File: src/rtl/mfm_encoder.sv
// Serial MFM encoder: one byte (or A1 sync mark 0x4489) becomes 16 cells, MSB first; a held byte loads one edge after tx_en & hold_full in IDLE.
// Valid/ready with a one-byte holding register; byte_ready is low while it is full, and an empty register at a word boundary inserts gap byte 0x4E.
module mfm_encoder (
   input  logic       clk_10,
   input  logic       reset,
   input  logic [7:0] byte_in,
   input  logic       sync_req,
   input  logic       byte_valid,
   output logic       byte_ready,
   input  logic       tx_en,
   output logic       raw_mfm,
   output logic       busy,
   output logic       underrun
);

   typedef enum logic {
      IDLE   = 1'b0,
      ACTIVE = 1'b1
   } state_t;

   localparam logic [15:0] SYNC_WORD = 16'h4489;
   localparam logic [7:0]  GAP_BYTE  = 8'h4E;

   // Clock cell i is set only when data bit i and its predecessor are both 0.
   function automatic logic [15:0] mfm_cells(input logic [7:0] d, input logic prev);
      logic [7:0]  clk_c;
      logic [15:0] cells;
      clk_c = ~({prev, d[7:1]} | d);
      for (int i = 0; i < 8; i++) begin
         cells[2*i+1] = clk_c[i];
         cells[2*i]   = d[i];
      end
      return cells;
   endfunction

   state_t      state_q, state_d;
   logic [7:0]  hold_byte_q, hold_byte_d;
   logic        hold_sync_q, hold_sync_d;
   logic        hold_full_q, hold_full_d;
   logic [15:0] cell_sr_q, cell_sr_d;
   logic [3:0]  cnt_q, cnt_d;
   logic        prev_d_q, prev_d_d;
   logic        underrun_q, underrun_d;
   logic        byte_ready_q, byte_ready_d;

   logic        accept;
   logic        load_prev;
   logic [15:0] hold_word;
   logic        hold_last;

   always_comb begin
      accept    = byte_valid & byte_ready_q;
      // A word started from IDLE never inherits history from a previous burst.
      load_prev = (state_q == ACTIVE) ? prev_d_q : 1'b0;
      hold_word = hold_sync_q ? SYNC_WORD : mfm_cells(hold_byte_q, load_prev);
      hold_last = hold_sync_q | hold_byte_q[0];
   end

   always_comb begin
      state_d     = state_q;
      hold_byte_d = hold_byte_q;
      hold_sync_d = hold_sync_q;
      hold_full_d = hold_full_q;
      cell_sr_d   = cell_sr_q;
      cnt_d       = cnt_q;
      prev_d_d    = prev_d_q;
      underrun_d  = 1'b0;

      case (state_q)
         IDLE: begin
            cnt_d     = 4'd0;
            cell_sr_d = 16'h0000;
            if (tx_en && hold_full_q) begin
               state_d     = ACTIVE;
               cell_sr_d   = hold_word;
               prev_d_d    = hold_last;
               hold_full_d = 1'b0;
            end
         end
         ACTIVE: begin
            cell_sr_d = {cell_sr_q[14:0], 1'b0};
            cnt_d     = cnt_q + 4'd1;
            if (cnt_q == 4'd15) begin
               if (tx_en && hold_full_q) begin
                  cell_sr_d   = hold_word;
                  prev_d_d    = hold_last;
                  hold_full_d = 1'b0;
               end else if (tx_en) begin
                  cell_sr_d  = mfm_cells(GAP_BYTE, prev_d_q);
                  prev_d_d   = GAP_BYTE[0];
                  underrun_d = 1'b1;
               end else begin
                  state_d   = IDLE;
                  cell_sr_d = 16'h0000;
                  prev_d_d  = 1'b0;
               end
            end
         end
         default: begin
            state_d = IDLE;
         end
      endcase

      // Accept and load are exclusive: byte_ready_q is low whenever hold_full_q is set.
      if (accept) begin
         hold_byte_d = byte_in;
         hold_sync_d = sync_req;
         hold_full_d = 1'b1;
      end

      byte_ready_d = ~hold_full_d;
   end

   always_ff @(posedge clk_10 or posedge reset) begin
      if (reset) begin
         state_q      <= IDLE;
         hold_byte_q  <= 8'h00;
         hold_sync_q  <= 1'b0;
         hold_full_q  <= 1'b0;
         cell_sr_q    <= 16'h0000;
         cnt_q        <= 4'd0;
         prev_d_q     <= 1'b0;
         underrun_q   <= 1'b0;
         byte_ready_q <= 1'b0;
      end else begin
         state_q      <= state_d;
         hold_byte_q  <= hold_byte_d;
         hold_sync_q  <= hold_sync_d;
         hold_full_q  <= hold_full_d;
         cell_sr_q    <= cell_sr_d;
         cnt_q        <= cnt_d;
         prev_d_q     <= prev_d_d;
         underrun_q   <= underrun_d;
         byte_ready_q <= byte_ready_d;
      end
   end

   assign raw_mfm    = cell_sr_q[15];
   assign busy       = (state_q == ACTIVE);
   assign underrun   = underrun_q;
   assign byte_ready = byte_ready_q;

endmodule

File: config.mk
export PLATFORM = sky130hd
export DESIGN_NAME = mfm_encoder
export DESIGN_NICKNAME = d
export VERILOG_FILES = /design/src/rtl/mfm_encoder.sv
export SDC_FILE = /design/constraint.sdc
export NUM_CORES = 1
export LEC_CHECK = 0
export BUFFER_PORTS_ARGS = -buffer_cell sky130_fd_sc_hd__buf_2
export CAP_MARGIN = 20
export CORE_UTILIZATION = 56
export DETAILED_ROUTE_END_ITERATION = 6
export PLACE_DENSITY = 0.76
export REMOVE_ABC_BUFFERS = 1
export SYNTH_ARGS = -nofsm -noshare
export SYNTH_HDL_FRONTEND = slang
export SYNTH_SLANG_ARGS = --single-unit
File: constraint.sdc
create_clock -name clk_10 -period 2 [get_ports clk_10]
set_clock_uncertainty 0.2 [all_clocks]
set_input_delay 0.1 -clock clk_10 [delete_from_list [all_inputs] [get_ports clk_10]]
set_output_delay 0.1 -clock clk_10 [all_outputs]
set_load 0.005 [all_outputs]
---- Word level (Yosys, flattened, before mapping) ----
Index checks and enable logic that the tools add are counted.
word-level totals
  bits in registers ....................... 34
  output and inout port bits .............. 4
  logic and storage cells ................. 46
  bits of input ports ..................... 13
operators by class
  reductions and logical operators ........ 2
  bitwise logic cells ..................... 7
  $add $sub $neg .......................... 1
  muxes and demuxes ....................... 24
  equality and inequality tests ........... 3
operators with widths
  cell                                                   number
  2-to-1 mux 16 bit                                      5
  one-hot mux 16 bit (2 select lines)                    1
  NOT 8 bit                                              2
  2-to-1 mux 1 bit                                       14
  bitwise OR 8 bit                                       1
  one-hot mux 4 bit (2 select lines)                     1
  one-hot mux 1 bit (2 select lines)                     3
  adder 4 x 1 -> 4 bit, second input constant            1
  == test 4 bit, second input constant                   1
  inequality test 2 x 1 -> 1 bit, second input constant  1
  inequality test 2 bit, second input constant           1
  NOT 1 bit                                              2
  AND reduction 2 bit                                    1
  AND 1 bit                                              1
  logical AND 1 bit                                      1
  bitwise OR 1 bit                                       1

---- Logic depth before layout (Yosys ltp) ----
Gate-level depths: netlist of the first run.
  word-level depth ........................ 7
  gate-level depth with buffers ........... 6
  mapped depth without buffers ............ 4

---- Worst setup path before layout of the first run ----
Ideal clock, no wire load.
  path kind ............................... reg-to-reg
  start ................................... reg cnt_q[0]
  end ..................................... reg cell_sr_q[13]
  stages on the path, launching flop included .. 7
  library setup time ...................... 0.104 ns
  setup slack ............................. 0.387 ns
  data arrival time ....................... 1.310 ns
  period minus slack after synthesis ...... 1.613 ns
  path through ............................ dfrtp_1 ha_1 nand3_2 and2_1 buf_6 buf_6 o41ai_2
between the ends
  word-level cells in the longest chain between the ends .. 3
RTL lines
  item                                 line  RTL
  from (decl)                          41    logic [3:0] cnt_q, cnt_d;
  from (signal assigned)               131   cnt_q <= cnt_d;
  == test 4 bit                        83    if (cnt_q == 4'd15) begin
  2-to-1 mux 16 bit                    83
  one-hot mux 16 bit (2 select lines)  69    case (state_q)
  net cell_sr_d[13]                    40    logic [15:0] cell_sr_q, cell_sr_d;
  to (signal assigned)                 130   cell_sr_q <= cell_sr_d;
  to (decl)                            40
The timed path passes the listed nets, and every way through them passes these cells.
A chain may end at the register's enable or synchronous reset.

---- Worst setup path after layout of the first run ----
  start ................................... reg cnt_q[0]
  end ..................................... reg cell_sr_q[9]
Same word-level chain as after synthesis.

==> results of run 1 <==
sequential cells by signal, summed over array words and instances (netlist names):
register	count
busy	1
byte_ready	1
cell_sr_q	16
cnt_q	4
hold_byte_q	8
hold_full_q	1
hold_sync_q	1
prev_d_q	1
underrun	1
final cells by class:
type                       count  area share [%]
inverter                       4           0.857
clock buffer                   6            2.93
tap                           30            2.14
multi-input combinational     74            31.7
sequential                    34            48.5
timing repair buffer          33            13.8
cell usage in the layout (no fill, tap or decap), drive strengths merged, types with 2 or more instances in the layout:
cell,Yosys,layout
a211o,2,2
a21oi,2,2
a221o,4,4
and2,4,4
buf,3,19
clkbuf,3,6
dfrtp,34,34
dlygate4sd3,0,14
inv,4,4
mux2,7,7
nand2,4,4
nand2b,2,2
nand3,13,13
nor2,6,6
o21ai,5,5
o21bai,2,2
o31ai,4,4
o41ai,4,4
routing by layer:
layer	vias up	GRT usage (%)	routed length, µm
li1	499	-	-
met1	524	31.8	1310
met2	27	39.2	1450
met3	7	6.03	114
met4	0	11.0	46
met5	-	0	0
logic make-up (layout without fill, tap and decap cells):
| group | after synthesis | in the layout | synth area share (%) |
|---|---|---|---|
| simple gates | 35 | 35 | 14.0 |
| flops | 34 | 34 | 58.3 |
| compound gates | 29 | 29 | 16.6 |
| buf+inv | 10 | 43 | 3.69 |
| mux | 7 | 7 | 5.40 |
| xor+xnor | 2 | 2 | 1.20 |
| fa+ha+maj | 1 | 1 | 0.857 |
through the flow:
step | cell area [µm²] | total power [W]
after floorplan | 1420 | 0.00166
after global placement | 1560 | 0.00184
after detailed placement | 1560 | 0.00189
after CTS | 1750 | 0.00228
after global routing | 1750 | 0.00242
final | 1750 | 0.00228
worst max-delay path by stage:
stage / endpoint / slack (ns)
after floorplan: cell_sr_q[15] / 0.20
after global placement: cell_sr_q[7] / 0.24
after detailed placement: cell_sr_q[3] / 0.09
after CTS: cell_sr_q[3] / 0.10
after global routing: cell_sr_q[1] / 0.11
final: cell_sr_q[9] / 0.22
synthesized netlist by cell type:
master | instances | area (µm²)
dfrtp_1 | 34 | 851
nand3_1 | 12 | 60.1
mux2_2 | 7 | 78.8
nor2_1 | 6 | 22.5
o21ai_0 | 5 | 25.0
a221o_1 | 4 | 40.0
and2_1 | 4 | 25.0
inv_1 | 4 | 15.0
nand2_1 | 4 | 15.0
o31ai_1 | 4 | 30.0
clkbuf_1 | 3 | 11.3
o41ai_2 | 3 | 48.8
a211o_1 | 2 | 17.5
a21oi_1 | 2 | 10.0
buf_6 | 2 | 22.5
nand2b_1 | 2 | 12.5
o21bai_1 | 2 | 15.0
a2111oi_0 | 1 | 8.76
a211oi_1 | 1 | 7.51
a31o_2 | 1 | 8.76
a31oi_1 | 1 | 6.26
buf_2 | 1 | 5.00
ha_1 | 1 | 12.5
nand3_2 | 1 | 10.0
nand3b_4 | 1 | 20.0
nand4_1 | 1 | 6.26
nor2b_1 | 1 | 6.26
nor3_1 | 1 | 5.00
nor3b_2 | 1 | 12.5
nor4b_1 | 1 | 8.76
o211ai_1 | 1 | 7.51
o21a_1 | 1 | 7.51
o41ai_1 | 1 | 8.76
xnor2_1 | 1 | 8.76
xor2_1 | 1 | 8.76
report_power, final:
group	leakage (nW)	switching, W	internal [W]	total [W]
combinational	0.359	0.000346	0.000368	0.000714
sequential	0.431	0.000240	0.000956	0.00120
clock	0.0302	0.000208	0.000158	0.000366
total	0.820	0.000794	0.00148	0.00228
critical path, delay by kind of cell (launching register included):
family          cells  cell delay [ns]
compound gates      1             0.17
fa+ha+maj           1             0.25
flops               1             0.39
simple gates        2             0.71
repair_timing:
action,in CTS,in global routing
endpoints found under the setup margin,0,2
resized for setup,0,1
buffers inserted,0,0
hold buffers,14,0
endpoints found under the hold margin,52,0
==> flow_summary.ini, run 1 <==
[timing]
fmax_mhz = 562
slew_violations = 0
finalHoldWorstSlack_ns = 0.198
timing.final.crit_share_pct = 89.0
relSlewSlack_pct = 68.8
hold_violations = 0
rsz0062_at_grt = no
setup_viol = 0
min_period_ns = 1.78
fin_ws_ns = 0.220
tns_ns = 0
max_slew.worst_pin.slew_ns = 0.467

[route]
vias = 1057
drc = 0
first_iter_violations = 18
vias_per_cell = 5.84
totalWireLength_mm = 2.92
wire_per_inst_um = 16.2
drtAntennaViolNets = 0
first_pass_iters = 4

[final_layout]
register_area_um2 = 851
drive_gt1_share_pct = 26.5
syn_to_final_growth_pct = 20.2
antennaDiodeCount = 0
nets = 166
finalNonFillerCells = 181
fillers = 180
final_core_util_pct = 70.8
multi_input_area_um2 = 556

[power_and_ir_drop]
power.leakage_nw = 0.820
vdd_drop_max_mv = 0.971
power_density_mw_per_mm2 = 1300

[worst_setup_path]
required_ns = 2.07
ff2ff_setup_slack_ns = 0.22
endpoint_kind = register
cp.arrival_ns = 1.85
rr_startpoint = cnt_q[0]
reg2reg_to = cell_sr_q[9]
crit_slowest_cell = nor3b_2
critPathMaxStageDelay_ns = 0.48
cp-start-kind = register
critical_path.startpoint = cnt_q[0]
path_cells = ha_1, nand4_1, nor3b_2, a211o_1
path_class = register to register
critPathMaxFanout = 6
reg2reg_depth = 4

[placed_design]
place_congestion = 0.793
place_hpwl_mm = 1.87
io_buffers = 16
dp_slack_ns = 0.0887
dp.cells = 161

[synth]
yosys_warnings = 0
netlist_area_mm2 = 0.00146
syn_avg_cell_area_um2 = 12.4
seq_area_frac_synth_pct = 58.3
synth_cells = 118
synth_cell_types = 35
synth_seq_cells = 34

[global_route]
grt_use_total_pct = 24.7
antenna_found_initial = 0
grt_max_degree = 35
grt-ovfl-total = 0
grt_pass1_vias = 1037
grt_pass1_wl_mm = 4.73

[clock_tree]
cts_buffer_depth = 2
numClockSinks = 34
cts-root-buf = clkbuf_4
cts_tree = done
numCtsBuffers = 5
cts.htree.levels = 2
worstSkewPairLatency_ns = 0.33
clkTransAtPathRegs_ns = 0.09

[die]
die_area_mm2 = 0.00281
rows = 18
io_pins = 17
fp.dieW_um = 53.0
core-area_mm2 = 0.00248
start_util_pct = 58.9
die_h_um = 53.0

[job]
cap_violations = 0

[worst_hold_path]
hold_class = input pin to asynchronous set/reset pin

[status]
status = complete, no violations
Power figures use the tool's default switching activity.
==> run 2, diff against run 1 <==
Settings changed: PLACE_DENSITY 0.76 to 0.77.
==> flow_summary.ini, run 2 (synthesis gave the netlist of run 1 again) <==
[worst_setup_path]
cp-start-kind = register
endpoint_kind = register
reg2reg_to = cell_sr_q[4]
required_ns = 2.03
path_class = register to register
cp.arrival_ns = 1.86
rr_startpoint = cnt_q[0]
reg2reg_depth = 4
critPathMaxFanout = 17
ff2ff_setup_slack_ns = 0.16

[global_route]
grt_max_degree = 35
grt_pass1_wl_mm = 4.71
grt-ovfl-total = 0
grt_pass1_vias = 1025
antenna_found_initial = 0
grt_use_total_pct = 25.1

[clock_tree]
numClockSinks = 34
numCtsBuffers = 5
worstSkewPairLatency_ns = 0.34
cts_tree = done
cts_buffer_depth = 2
cts-root-buf = clkbuf_4
clkTransAtPathRegs_ns = 0.10
cts_resized = 0
cts.htree.levels = 2

[route]
wire_per_inst_um = 15.8
drc = 0
vias = 1077
vias_per_cell = 5.92
first_pass_iters = 4
totalWireLength_mm = 2.87
first_iter_violations = 40
drtAntennaViolNets = 0

[final_layout]
fillers = 172
antennaDiodeCount = 0
drive_gt1_share_pct = 25.0
top_register = cell_sr_q
largest_reg_flops = 16
fin_area_mm2 = 0.00175
largestRegisters = cell_sr_q x16, hold_byte_q x8, cnt_q x4
final_common_cell = dfrtp_1
layout_common_cells = 34 x dfrtp_1, 16 x buf_2, 14 x dlygate4sd3_1
nets = 166
multi_input_area_um2 = 554
syn_to_final_growth_pct = 19.6
register_area_um2 = 851

[timing]
timing.final.crit_share_pct = 91.9
rsz0062_at_grt = no
setup_viol = 0
hold_violations = 0
relSlewSlack_pct = 56.2
min_period_ns = 1.84
fmax_mhz = 544
tns_ns = 0
slew_violations = 0
max_slew.worst_pin.slew_ns = 0.657

[placed_design]
io_buffers = 16
dpl_cell_area_mm2 = 0.00156
place_hpwl_mm = 1.79
place_congestion = 0.798

[die]
die_h_um = 53.0
io_pins = 17
start_util_pct = 58.9
rows = 18
core-area_mm2 = 0.00248
die_area_mm2 = 0.00281
fp.dieW_um = 53.0

[power_and_ir_drop]
power_density_mw_per_mm2 = 1290
total_power_w = 0.00226
vdd_drop_max_mv = 1.01
power.leakage_nw = 0.815

[job]
cap_violations = 0

[status]
status = complete, no violations

[worst_hold_path]
hold_class = input pin to asynchronous set/reset pin
run 2: cell count changes in the layout (fill, tap and decap cells not counted):
cell / delta
clkbuf_8: -1
and2_1: +1
clkbuf_1: +2
and2_2: -1
run 2: how the worst max path moves through the flow:
stage / start / end / slack [ns]
CTS: cnt_q[0] / cell_sr_q[4] / 0.17
finish: cnt_q[0] / cell_sr_q[4] / 0.16
global route: cnt_q[0] / cell_sr_q[7] / 0.06
global placement: cnt_q[0] / cell_sr_q[7] / 0.24
floorplan: cnt_q[0] / cell_sr_q[15] / 0.20
detailed placement: cnt_q[0] / cell_sr_q[3] / 0.20
run 2: repair_timing:
action                    in CTS  in global routing
hold endpoints to repair      52                  0
setup buffers                  0                  0
hold buffers                  14                  0
run 2: through the flow:
step	hold slack (ns)	worst slack (ns)	util, %	cells
floorplan	0.00134	0.199	-	112
global placement	0.00637	0.245	63.0	161
detailed placement	0.0137	0.202	63.0	161
CTS	0.187	0.167	70.5	182
global route	0.239	0.0614	70.5	182
finish	0.187	0.163	70.5	182
run 2: worst max-delay path, cell delays in order (launching register included):
cell and delay [ns]:
dfrtp_1 0.38, ha_1 0.24, nand3_2 0.09, and2_1 0.37
a221o_1 0.44
run 2: metal layers:
layer / vias to the layer above / track usage [%] / share of wire (%)
met5: - / 0 / 0
li1: 501 / - / -
met1: 544 / 30.2 / 44
met2: 24 / 39.9 / 50
met3: 8 / 6.03 / 3.8
met4: 0 / 16.2 / 2.1
run 2: area by class of cell:
type / count / share of cell area [%]
flip-flops and latches: 34 / 48.7
multi-input cells: 74 / 31.8
repair buffers: 33 / 13.9
clock buffers: 7 / 2.58
well taps: 30 / 2.15
inverters: 4 / 0.860
run 2: power breakdown:
| group | switching (W) | internal, W | total (W) |
|---|---|---|---|
| sequential | 0.000239 | 0.000956 | 0.00120 |
| clock | 0.000219 | 0.000132 | 0.000352 |
| combinational | 0.000342 | 0.000366 | 0.000708 |
==> run 3, diff against run 2 <==
Settings changed: MAX_ROUTING_LAYER from default to met4.
==> flow_summary.ini, run 3 (synthesis gave the netlist of run 1 again) <==
[die]
start_util_pct = 58.9
core-area_mm2 = 0.00248
io_pins = 17
rows = 18
die_area_mm2 = 0.00281
fp.dieW_um = 53.0
die_h_um = 53.0

[worst_setup_path]
cp_num_buf_inv = 0
crit_slowest_cell = and2_1
path_cells = ha_1, nand3_2, and2_1, a221o_1
required_ns = 2.08
critical_path.top_delay_family = simple AND/OR/NAND/NOR gates
reg2reg_to = cell_sr_q[4]
endpoint_kind = register
critPathMaxFanout = 17
reg2reg_depth = 4
ff2ff_setup_slack_ns = 0.16
path_class = register to register
cp.arrival_ns = 1.92
rr_startpoint = cnt_q[0]
cp-start-kind = register
critPathMaxStageDelay_ns = 0.56

[final_layout]
layout_common_cells = 34 x dfrtp_1, 16 x buf_2, 14 x dlygate4sd3_1
top_register = cell_sr_q
largest_reg_flops = 16
largestRegisters = cell_sr_q x16, hold_byte_q x8, cnt_q x4
final_common_cell = dfrtp_1
syn_to_final_growth_pct = 19.6
antennaDiodeCount = 0
final_core_util_pct = 70.5
fin_area_mm2 = 0.00175
drive_gt1_share_pct = 25.0
nets = 166

[power_and_ir_drop]
total_power_w = 0.00226
intPower_w = 0.00146
power.leakage_nw = 0.815
p_sw_w = 0.000803
p_comb_share_pct = 31.4
power_frac_seq_pct = 52.9
swShare_pct = 35.6
power_density_mw_per_mm2 = 1290
p_clk_share_pct = 15.6
vdd_drop_max_mv = 1.01

[clock_tree]
cts_resized = 0
clkTransAtPathRegs_ns = 0.10
cts_tree = done
cts.htree.levels = 2
cts_hold_buffers = 14
cts_buffer_depth = 2
numClockSinks = 34
cts_setup_buffers = 0
worstSkewPairLatency_ns = 0.34
numCtsBuffers = 5
cts-root-buf = clkbuf_4

[route]
drc = 0
vias_per_cell = 5.91
totalWireLength_mm = 2.88
drtAntennaViolNets = 0
wl_met1_mm = 1.21
first_iter_violations = 41
top_layer = met4
dr_wl_met3_um = 154
met2_length_mm = 1.45
vias = 1076
first_pass_iters = 4
wire_per_inst_um = 15.8

[timing]
tns_ns = 0
fmax_mhz = 543
setup_viol = 0
min_period_ns = 1.84
hold_violations = 0
rsz0062_at_grt = no
slew_violations = 0
relSlewSlack_pct = 55.8
timing.final.crit_share_pct = 92.1
max_slew.worst_pin.slew_ns = 0.662

[placed_design]
dpl_cell_area_mm2 = 0.00156
place_congestion = 0.809
io_buffers = 16
place_hpwl_mm = 1.79

[global_route]
antenna_found_initial = 0
grt_max_degree = 35
grt_pass1_wl_mm = 4.71
grt_use_total_pct = 25.8
grt_pass1_vias = 1025
grt-ovfl-total = 0

[job]
cap_violations = 0

[worst_hold_path]
hold_class = input pin to asynchronous set/reset pin

[status]
status = complete, no violations
run 3: final cells by class:
type	instances	area, µm²
clock buffers	7	45.0
fillers	172	732
inverters	4	15.0
multi-input cells	74	554
flip-flops and latches	34	851
well taps	30	37.5
repair buffers	33	243
run 3: per-stage QoR:
stage	worst slack [ns]	hold slack (ns)	instances
2_1_floorplan	0.199	0.00134	112
3_3_place_gp	0.245	0.00637	161
3_5_place_dp	0.202	0.0137	161
4_1_cts	0.167	0.187	182
5_1_grt	0.0614	0.233	182
6_report	0.158	0.184	182
run 3: how the worst max path moves through the flow:
stage / slack, ns / cells past startpoint / startpoint / end
after detailed placement: 0.20 / 4 / cnt_q[0] / cell_sr_q[3]
after floorplan: 0.20 / 4 / cnt_q[0] / cell_sr_q[15]
after global placement: 0.24 / 4 / cnt_q[0] / cell_sr_q[7]
final: 0.16 / 4 / cnt_q[0] / cell_sr_q[4]
after CTS: 0.17 / 4 / cnt_q[0] / cell_sr_q[4]
after global routing: 0.06 / 4 / cnt_q[0] / cell_sr_q[7]
run 3: layer usage:
| layer | global-route usage (%) | vias up |
|---|---|---|
| li1 | - | 501 |
| met1 | 30.4 | 533 |
| met2 | 39.9 | 32 |
| met3 | 6.03 | 10 |
| met4 | 16.2 | 0 |
| met5 | - | - |
run 3: worst reg2reg max path, stage by stage (launching register included):
cell     delay, ns
dfrtp_1       0.41
ha_1          0.26
nand3_2       0.09
and2_1        0.56
a221o_1       0.27
run 3: power by group through the flow:
stage / registers [W] / logic (W) / clock network (W)
6_report: 0.00120 / 0.000710 / 0.000353
5_1_grt: 0.00123 / 0.000788 / 0.000390
4_1_cts: 0.00119 / 0.000713 / 0.000358
3_5_place_dp: 0.00121 / 0.000682 / 0
3_3_place_gp: 0.00119 / 0.000652 / 0
2_1_floorplan: 0.00115 / 0.000515 / 0
